[src/rtl/fractal_sync_fifo_if.sv]
// Push/pop bus between a producer, a fractal_sync_fifo and the arbiter input it feeds.
interface fractal_sync_fifo_if #(
    parameter int unsigned DEPTH  = 4,
    parameter type         fifo_t = logic
) ();

    localparam int unsigned USAGE_W = $clog2(DEPTH + 1);

    logic               flush_i;
    logic               push_i;
    fifo_t              element_i;
    logic               full_o;
    logic               pop_i;
    logic               empty_o;
    fifo_t              element_o;
    logic [USAGE_W-1:0] usage_o;
    logic               overflow_o;
    logic               underflow_o;

    // Producer/arbiter side: drives requests, observes status and head element.
    modport master (
        output flush_i, push_i, element_i, pop_i,
        input  full_o, empty_o, element_o, usage_o, overflow_o, underflow_o
    );

    // FIFO side.
    modport slave (
        input  flush_i, push_i, element_i, pop_i,
        output full_o, empty_o, element_o, usage_o, overflow_o, underflow_o
    );

endinterface

[src/rtl/fractal_sync_fifo.sv]
// Single-clock FIFO in front of a fractal_sync_arbiter input port, with an
// optional fall-through bypass and sticky overflow/underflow error flags.
module fractal_sync_fifo #(
    parameter int unsigned DEPTH        = 4,
    parameter bit          FALL_THROUGH = 1'b0,
    parameter type         fifo_t       = logic
) (
    input logic                clk_i,
    input logic                rst_i,
    fractal_sync_fifo_if.slave bus
);

    localparam int unsigned PTR_W = (DEPTH > 1) ? $clog2(DEPTH) : 1;
    localparam int unsigned CNT_W = $clog2(DEPTH + 1);

    // A zero-entry FIFO has no meaningful behaviour; stop elaboration.
    if (DEPTH == 0) begin : g_bad_depth
        $fatal(1, "fractal_sync_fifo: DEPTH must be at least 1");
    end

    logic [PTR_W-1:0] rd_ptr_q;
    logic [PTR_W-1:0] wr_ptr_q;
    logic [CNT_W-1:0] count_q;
    logic             empty_q;
    logic             full_q;
    logic             overflow_q;
    logic             underflow_q;
    fifo_t            mem_q [DEPTH];

    logic             bypass_c;
    logic             through_c;
    logic             empty_c;
    logic             pop_accept_c;
    logic             push_accept_c;
    logic             do_push_c;
    logic             do_pop_c;
    logic             ovf_set_c;
    logic             unf_set_c;
    logic [CNT_W-1:0] count_next_c;

    // Pointer advance with explicit wrap so non-power-of-two depths work.
    function automatic logic [PTR_W-1:0] ptr_inc(input logic [PTR_W-1:0] ptr);
        if (ptr == PTR_W'(DEPTH - 1)) begin
            return '0;
        end
        return ptr + PTR_W'(1);
    endfunction

    // Handshake decode: bypass, acceptance, and which side actually touches storage.
    always_comb begin
        bypass_c      = FALL_THROUGH && empty_q && bus.push_i;
        empty_c       = empty_q && !bypass_c;
        pop_accept_c  = bus.pop_i && !empty_c;
        push_accept_c = bus.push_i && (!full_q || pop_accept_c);
        // Bypassed element goes straight from element_i to the arbiter.
        through_c     = bypass_c && bus.pop_i;
        do_push_c     = push_accept_c && !through_c;
        do_pop_c      = pop_accept_c && !through_c;
        ovf_set_c     = bus.push_i && !push_accept_c;
        unf_set_c     = bus.pop_i && !pop_accept_c;
    end

    // Occupancy after this cycle's accepted push/pop.
    always_comb begin
        count_next_c = count_q;
        if (do_push_c && !do_pop_c) begin
            count_next_c = count_q + CNT_W'(1);
        end else if (do_pop_c && !do_push_c) begin
            count_next_c = count_q - CNT_W'(1);
        end
    end

    // Control state: reset and flush both return to empty with clear flags.
    always_ff @(posedge clk_i) begin
        if (rst_i || bus.flush_i) begin
            rd_ptr_q    <= '0;
            wr_ptr_q    <= '0;
            count_q     <= '0;
            empty_q     <= 1'b1;
            full_q      <= 1'b0;
            overflow_q  <= 1'b0;
            underflow_q <= 1'b0;
        end else begin
            if (do_push_c) begin
                wr_ptr_q <= ptr_inc(wr_ptr_q);
            end
            if (do_pop_c) begin
                rd_ptr_q <= ptr_inc(rd_ptr_q);
            end
            count_q     <= count_next_c;
            empty_q     <= (count_next_c == '0);
            full_q      <= (count_next_c == CNT_W'(DEPTH));
            overflow_q  <= overflow_q | ovf_set_c;
            underflow_q <= underflow_q | unf_set_c;
        end
    end

    // Storage is not reset; empty masking keeps stale contents invisible.
    always_ff @(posedge clk_i) begin
        if (!rst_i && !bus.flush_i && do_push_c) begin
            mem_q[wr_ptr_q] <= bus.element_i;
        end
    end

    // Output drive: head element masked to zero whenever nothing is readable.
    always_comb begin
        bus.full_o      = full_q;
        bus.empty_o     = empty_c;
        bus.usage_o     = count_q;
        bus.overflow_o  = overflow_q;
        bus.underflow_o = underflow_q;
        if (empty_c) begin
            bus.element_o = '0;
        end else if (bypass_c) begin
            bus.element_o = bus.element_i;
        end else begin
            bus.element_o = mem_q[rd_ptr_q];
        end
    end

endmodule
[src/flat_wrapper.sv]
// flat-port wrapper written by rule: the top's interface ports become plain ports
module fractal_sync_fifo_flat 
#(
    parameter int unsigned DEPTH        = 4,
    parameter bit          FALL_THROUGH = 1'b0,
    parameter type         fifo_t       = logic
)
  (clk_i, rst_i, bus_flush_i, bus_push_i, bus_element_i, bus_pop_i, bus_full_o, bus_empty_o, bus_element_o, bus_usage_o, bus_overflow_o, bus_underflow_o);
  fractal_sync_fifo_if #(.DEPTH(DEPTH), .fifo_t(fifo_t)) bus_i ();
  input logic clk_i;
  input logic rst_i;
  input wire logic [$bits(bus_i.flush_i)-1:0] bus_flush_i;
  input wire logic [$bits(bus_i.push_i)-1:0] bus_push_i;
  input wire logic [$bits(bus_i.element_i)-1:0] bus_element_i;
  input wire logic [$bits(bus_i.pop_i)-1:0] bus_pop_i;
  output wire logic [$bits(bus_i.full_o)-1:0] bus_full_o;
  output wire logic [$bits(bus_i.empty_o)-1:0] bus_empty_o;
  output wire logic [$bits(bus_i.element_o)-1:0] bus_element_o;
  output wire logic [$bits(bus_i.usage_o)-1:0] bus_usage_o;
  output wire logic [$bits(bus_i.overflow_o)-1:0] bus_overflow_o;
  output wire logic [$bits(bus_i.underflow_o)-1:0] bus_underflow_o;
  assign bus_i.flush_i = bus_flush_i;
  assign bus_i.push_i = bus_push_i;
  assign bus_i.element_i = bus_element_i;
  assign bus_i.pop_i = bus_pop_i;
  assign bus_full_o = bus_i.full_o;
  assign bus_empty_o = bus_i.empty_o;
  assign bus_element_o = bus_i.element_o;
  assign bus_usage_o = bus_i.usage_o;
  assign bus_overflow_o = bus_i.overflow_o;
  assign bus_underflow_o = bus_i.underflow_o;
  fractal_sync_fifo #(.DEPTH(DEPTH), .FALL_THROUGH(FALL_THROUGH), .fifo_t(fifo_t)) u_core (.clk_i(clk_i), .rst_i(rst_i), .bus(bus_i));
endmodule
[config.mk]
export PLATFORM = sky130hd
export DESIGN_NAME = fractal_sync_fifo_flat
export DESIGN_NICKNAME = d
export VERILOG_FILES = /design/src/rtl/fractal_sync_fifo_if.sv /design/src/rtl/fractal_sync_fifo.sv /design/src/flat_wrapper.sv
export SDC_FILE = /design/constraint.sdc
export NUM_CORES = 1
export LEC_CHECK = 0
export CELL_PAD_IN_SITES_DETAIL_PLACEMENT = 1
export CELL_PAD_IN_SITES_GLOBAL_PLACEMENT = 1
export CORE_MARGIN = 2
export CORE_UTILIZATION = 42
export CTS_CLUSTER_SIZE = 28
export DETAILED_ROUTE_END_ITERATION = 7
export GPL_TIMING_DRIVEN = 0
export PLACE_DENSITY_LB_ADDON = 0.25
export RECOVER_POWER = 100
export SETUP_SLACK_MARGIN = 0.4
export SLEW_MARGIN = 10
export SYNTH_ARGS = -nofsm -noshare
export SYNTH_HDL_FRONTEND = slang
export SYNTH_SLANG_ARGS = --single-unit
[constraint.sdc]
create_clock -name clk_i -period 2.45 [get_ports clk_i]
set_clock_uncertainty 0.2 [all_clocks]
set_input_delay 0.49 -clock clk_i [delete_from_list [all_inputs] [get_ports clk_i]]
set_output_delay 0.49 -clock clk_i [all_outputs]
set_load 0.02 [all_outputs]
After elaboration in Yosys (flattened, before gate mapping)
Memories as Yosys holds them, arrays and structs flattened. A register that Yosys moved wholly into a read port is not among the register bits.
Index checks and enable logic that the tools add are counted.
Widths: inputs -> output; s select.
Storage, ports and cells
  output and inout port bits: 8
  memory bits (writable): 4
  memories kept: 1
  input port bits: 6
  bits in registers: 11
  logic and storage cells: 51
Operators by class
  multiplexer cells: 17
  $add $sub $neg: 4
  reduce and logical (&&, ||, !) cells: 17
  equality and inequality tests: 3
  bitwise gates (word level): 2
Memory list
  u_core.mem_q: depth 4, width 1, read ports 1, clocked after memory_dff 1, write ports 1, RTL line fractal_sync_fifo.sv:28  | fifo_t mem_q [DEPTH];
Operator list (number)
  $mux 2: 6
  $mux 1: 9
  $logic_and 1x1->1: 8
  $logic_not 1->1: 6
  $mux 3: 2
  $add 2x1->2 const B: 2
  $eq 2x2->1 const B: 2
  $add 3x1->3 const B: 1
  $eq 3x3->1 const B: 1
  $logic_not 3->1: 1
  $sub 3x1->3 const B: 1
  $logic_or 1x1->1: 2
  $or 1x1->1: 2

Longest topological paths before layout
  depth after elaboration: 9
  gate-level depth with buffers: 7
  depth with buffers taken out: 7

Worst setup path after synthesis
Ideal clock, no wire load.
  path kind: register to register
  start: register u_core.count_q[1], in the netlist u_core.bus.usage_o[1]
  end: register u_core.empty_q, in the netlist u_core.bus.empty_o
  library setup time: 0.114 ns
  cell stages (with the launch flop): 7
  period minus slack after synthesis: 1.732 ns
  data required time: 2.136 ns
  data arrival time: 1.418 ns
  buffers on the path: 0
  path slack: 0.718 ns
  cell sequence: dfxtp_1 > inv_1 > ha_1 > inv_1 > o31ai_2 > nor2_1 > a21o_1
Between the ends
  word-level cells in the longest chain between the ends: 4
  elaborated cells on any way between the ends: 5
  classes of those cells: add/sub: 2; mux: 2; reduce/logical: 1
RTL lines
  start, declared: RTL line fractal_sync_fifo.sv:23  | logic [CNT_W-1:0] count_q;
  start signal, assigned: RTL line fractal_sync_fifo.sv:90  | count_q <= count_next_c;
  $sub 3x1->3: RTL line fractal_sync_fifo.sv:69  | count_next_c = count_q - CNT_W'(1);
  $mux 3: RTL line fractal_sync_fifo.sv:68  | end else if (do_pop_c && !do_push_c) begin
  $mux 3 (*): RTL line fractal_sync_fifo.sv:66  | if (do_push_c && !do_pop_c) begin
  $logic_not 3->1 (*): RTL line fractal_sync_fifo.sv:91  | empty_q <= (count_next_c == '0);
  end signal, assigned: RTL line fractal_sync_fifo.sv:91
  end, declared: RTL line fractal_sync_fifo.sv:24  | logic empty_q;
Mark *: on every way between the ends. The rest lies on a longest branch, timed or not.
A chain may end at the register's enable or synchronous reset.

Final worst setup path
  start: input port bus_pop_i
  end: register u_core.full_q, in the netlist u_core.bus.full_o
Between the ends
  word-level cells in the longest chain between the ends: 8
  elaborated cells on any way between the ends: 10
  classes of those cells: eq/ne: 1; mux: 2; reduce/logical: 7
RTL lines
  start, declared: RTL line flat_wrapper.sv:15  | input wire logic [$bits(bus_i.pop_i)-1:0] bus_pop_i;
  $logic_and 1x1->1 (*): RTL line fractal_sync_fifo.sv:53  | pop_accept_c = bus.pop_i && !empty_c;
  $logic_or 1x1->1: RTL line fractal_sync_fifo.sv:54  | push_accept_c = bus.push_i && (!full_q || pop_accept_c);
  $logic_and 1x1->1: RTL line fractal_sync_fifo.sv:54
  $logic_not 1->1: RTL line fractal_sync_fifo.sv:68
  $logic_and 1x1->1: RTL line fractal_sync_fifo.sv:68
  $mux 3: RTL line fractal_sync_fifo.sv:68
  $mux 3 (*): RTL line fractal_sync_fifo.sv:66
  $eq 3x3->1 (*): RTL line fractal_sync_fifo.sv:92  | full_q <= (count_next_c == CNT_W'(DEPTH));
  end signal, assigned: RTL line fractal_sync_fifo.sv:92
  end, declared: RTL line fractal_sync_fifo.sv:25  | logic full_q;
Marks and branches as above.

==> flow_metrics.env <==
export IMPL_grt_max_degree=11
export IMPL_critPathArrivalTime_ns=2.18
export IMPL_cell_internal_pwr_mw=0.391
export IMPL_netlist_cell_type_count=32
export IMPL_floorplan_io_pins=14
export IMPL_dieWidth_um=48.4
export IMPL_syn_num_nets=92
export IMPL_hold_path_class="register to register"
export IMPL_p_per_area_nw_per_um2=534
export IMPL_route_final_wire_length_um=1660
export IMPL_seq_power_share_pct=56.6
export IMPL_post_dp_hpwl_um=1240
export IMPL_p_leak_nw=0.416
export IMPL_clk_insertion_delay_late_ns=0.29
export IMPL_die_area_um2=2340
export IMPL_status="finished, final reports clean"
export IMPL_initial_utilization_pct=43.6
export IMPL_timing_final_max_slew_violations=0
export IMPL_required_ns=2.46
export IMPL_final_cell_count_no_fill=123
export IMPL_die_height_um=48.4
export IMPL_vdd_ir_drop_max_uv=366
export IMPL_number_of_clock_sinks_seen_by_cts=17
export IMPL_rsz_0062_raised_after_global_routing="true"
export IMPL_relSlewSlack_pct=68.7
export IMPL_fin_area_um2=1010
export IMPL_worst_reg_to_reg_setup_slack_ns=0.58
export IMPL_grt_pass1_wl_um=2810
export IMPL_cts_repair_timing_setup_buffer_count=0
export IMPL_vias=612
export IMPL_setup_worst_path_start_class="input pin"
export IMPL_clockBufferDepth=2
export IMPL_timing_setup_critical_path_class="input pin to register"
export IMPL_detail_route_iter0_violations=7
export IMPL_cts_inserted_buffers=3
export IMPL_drive_gt1_share_pct=14.6
export IMPL_fin_crit_sh_pct=88.4
export IMPL_report_final_setup_viol=0
export IMPL_seq_area_frac_synth_pct=45.9
export IMPL_cts_htree_levels=1
export IMPL_dp_cells=119
export IMPL_drt_first_pass_iters=3
export IMPL_placement_cell_area_um2=992
export IMPL_post_synth_cell_area_avg_um2=10.5
export IMPL_final_cell_mix="nor2_1, dfxtp_1, ha_1"
export IMPL_fin_setup_tns_ns=0
export IMPL_number_of_hold_slack_violations_in_the_final_timing_report=0
export IMPL_synth_ff_latch_count=17
export IMPL_clock_root_buffer="clkbuf_4"
export IMPL_share_comb_of_total_power_pct=15.2
export IMPL_cell_row_count=16
export IMPL_maxClockFrequency_ghz=0.462
export IMPL_mostFrequentLayoutCell="nor2_1"
export IMPL_cell_type_with_the_largest_total_area_after_synthesis="dfxtp_1"
export IMPL_antenna_found_initial=0
export IMPL_core_area_um2=1900
export IMPL_drv_cap=0
export IMPL_synth_warning_count=0
export IMPL_power_switching_mw=0.146
export IMPL_share_clk_of_total_power_pct=28.2
export IMPL_routed_via_density=4.98
export IMPL_antenna_violating_nets_post_route=0
export IMPL_rr_worst_depth=5
export IMPL_rr_endpoint="u_core.bus.full_o$_SDFF_PP0_"
export IMPL_timing_rr_start="u_core.bus.empty_o$_SDFF_PP1_"
export IMPL_drt_drc_violations_left=0
export IMPL_whs_path_depth=2
export IMPL_final_net_count=110
export IMPL_port_buffers=13
export IMPL_netlist_area_leader_share_pct=31.4
export IMPL_yosys_top_cells_area="dfxtp_1, edfxtp_1, ha_1"
export IMPL_post_route_worst_hold_slack_ns=0.287
export IMPL_syn_instance_count=79
export IMPL_ctsHoldBuffers=0
export IMPL_holdCritStartpoint="u_core.rd_ptr_q[1]$_SDFFE_PP0P_"
export IMPL_grt_pass1_vias=632
export IMPL_synthesis_area_um2=828
export IMPL_synthToLayoutAreaGrowth_pct=21.4
export IMPL_detail_route_wl_per_cell_um=13.5
export IMPL_path_max_fanout=6
export IMPL_final_core_utilization_pct=52.9
export IMPL_cts_tree="done"
export IMPL_timing_final_crit_period_ns=2.17
export IMPL_place_gp_congestion=0.682
export IMPL_sw_frac_of_total_pct=27.1
export IMPL_grt_overflow=0
export IMPL_antenna_cells_inserted=0
export IMPL_worst_slew_pin_transition_ns=0.469
export IMPL_end_kind="register"
export IMPL_grt_usage_pct=16.0
export IMPL_path_clk_slew_ns=0.10
-- through the flow --
stage | worst slack, ns | power [mW]
2_1_floorplan | 0.718 | 0.363
3_3_place_gp | 0.151 | 0.394
3_5_place_dp | 0.110 | 0.397
4_1_cts | 0.301 | 0.548
5_1_grt | 0.163 | 0.573
6_report | 0.283 | 0.537
-- routing by layer --
| layer | share of wire [%] | global-route usage [%] | vias up |
|---|---|---|---|
| li1 | - | - | 306 |
| met5 | 0 | 0 | - |
| met2 | 52 | 26.9 | 9 |
| met4 | 3.0 | 8.57 | 0 |
| met3 | 2.8 | 4.32 | 4 |
| met1 | 42 | 18.5 | 293 |
-- power groups by stage --
| stage | sequential [mW] | clock (mW) | combinational (mW) |
|---|---|---|---|
| after floorplan | 0.314 | 0 | 0.0485 |
| after global placement | 0.309 | 0 | 0.0848 |
| after detailed placement | 0.310 | 0 | 0.0870 |
| after CTS | 0.304 | 0.158 | 0.0860 |
| after global routing | 0.306 | 0.176 | 0.0909 |
| final | 0.304 | 0.152 | 0.0816 |
-- logic make-up after synthesis --
| logic type | after synthesis | synth area share, % |
|---|---|---|
| and+or+nand+nor | 30 | 20.1 |
| DFF | 17 | 45.9 |
| AOI/OAI and AO/OA | 15 | 13.7 |
| adders and majority gates | 7 | 10.6 |
| buffers and inverters | 6 | 2.72 |
| xor gates and xnor gates | 2 | 3.02 |
| muxes | 2 | 3.93 |
-- final cells by class --
class                      instances  area, um^2
buffer                             1        3.75
clock buffer                       3        22.5
clock inverter                     1        5.00
fill                             230         896
inverter                           5        18.8
multi-input combinational         56         427
sequential                        17         382
tap                               27        33.8
timing repair buffer              13         114
-- cells in the mapped netlist --
cell type	instances
o221ai_1	1
clkbuf_1	1
nor2b_1	1
ha_1	7
nand2_1	3
a32o_1	1
nor2b_2	1
a31oi_1	1
and2_1	2
mux2i_1	1
mux4_2	1
o21a_1	1
nand2b_1	1
o31ai_2	1
nor3b_2	1
a21oi_2	1
or2b_4	1
a21o_1	1
o21bai_2	1
a21oi_1	5
inv_1	5
xnor2_1	1
a21boi_2	1
nor2_1	13
nor3_1	1
nor4_2	1
xnor2_2	1
dfxtp_1	13
or2_2	1
and3_1	4
edfxtp_1	4
o21ai_1	1
-- worst max-delay path by stage --
stage                                                 from                       endpoint  slack (ns)  cells past startpoint
after floorplan           u_core.bus.usage_o[1]$_SDFF_PP0_  u_core.bus.empty_o$_SDFF_PP1_        0.72                      6
after global placement                           bus_pop_i      u_core.mem_q[2]$_DFFE_PP_        0.15                      4
after detailed placement                         bus_pop_i      u_core.mem_q[0]$_DFFE_PP_        0.11                      4
after CTS                        u_core.mem_q[3]$_DFFE_PP_                  bus_element_o        0.30                      3
after global routing                             bus_pop_i   u_core.bus.full_o$_SDFF_PP0_        0.16                      6
final                                            bus_pop_i   u_core.bus.full_o$_SDFF_PP0_        0.28                      6
-- critical path, cell delays in order --
cell             delay [ns]
clkdlybuf4s50_1        0.50
nor2b_1                0.42
nand2_1                0.13
mux2i_1                0.13
a32o_1                 0.26
nor4_2                 0.24
-- repair_timing --
action	in CTS	in global routing
gates resized for setup	7	7
setup endpoints to repair	4	5
cloned	0	0
Power figures use the tool's default switching activity.
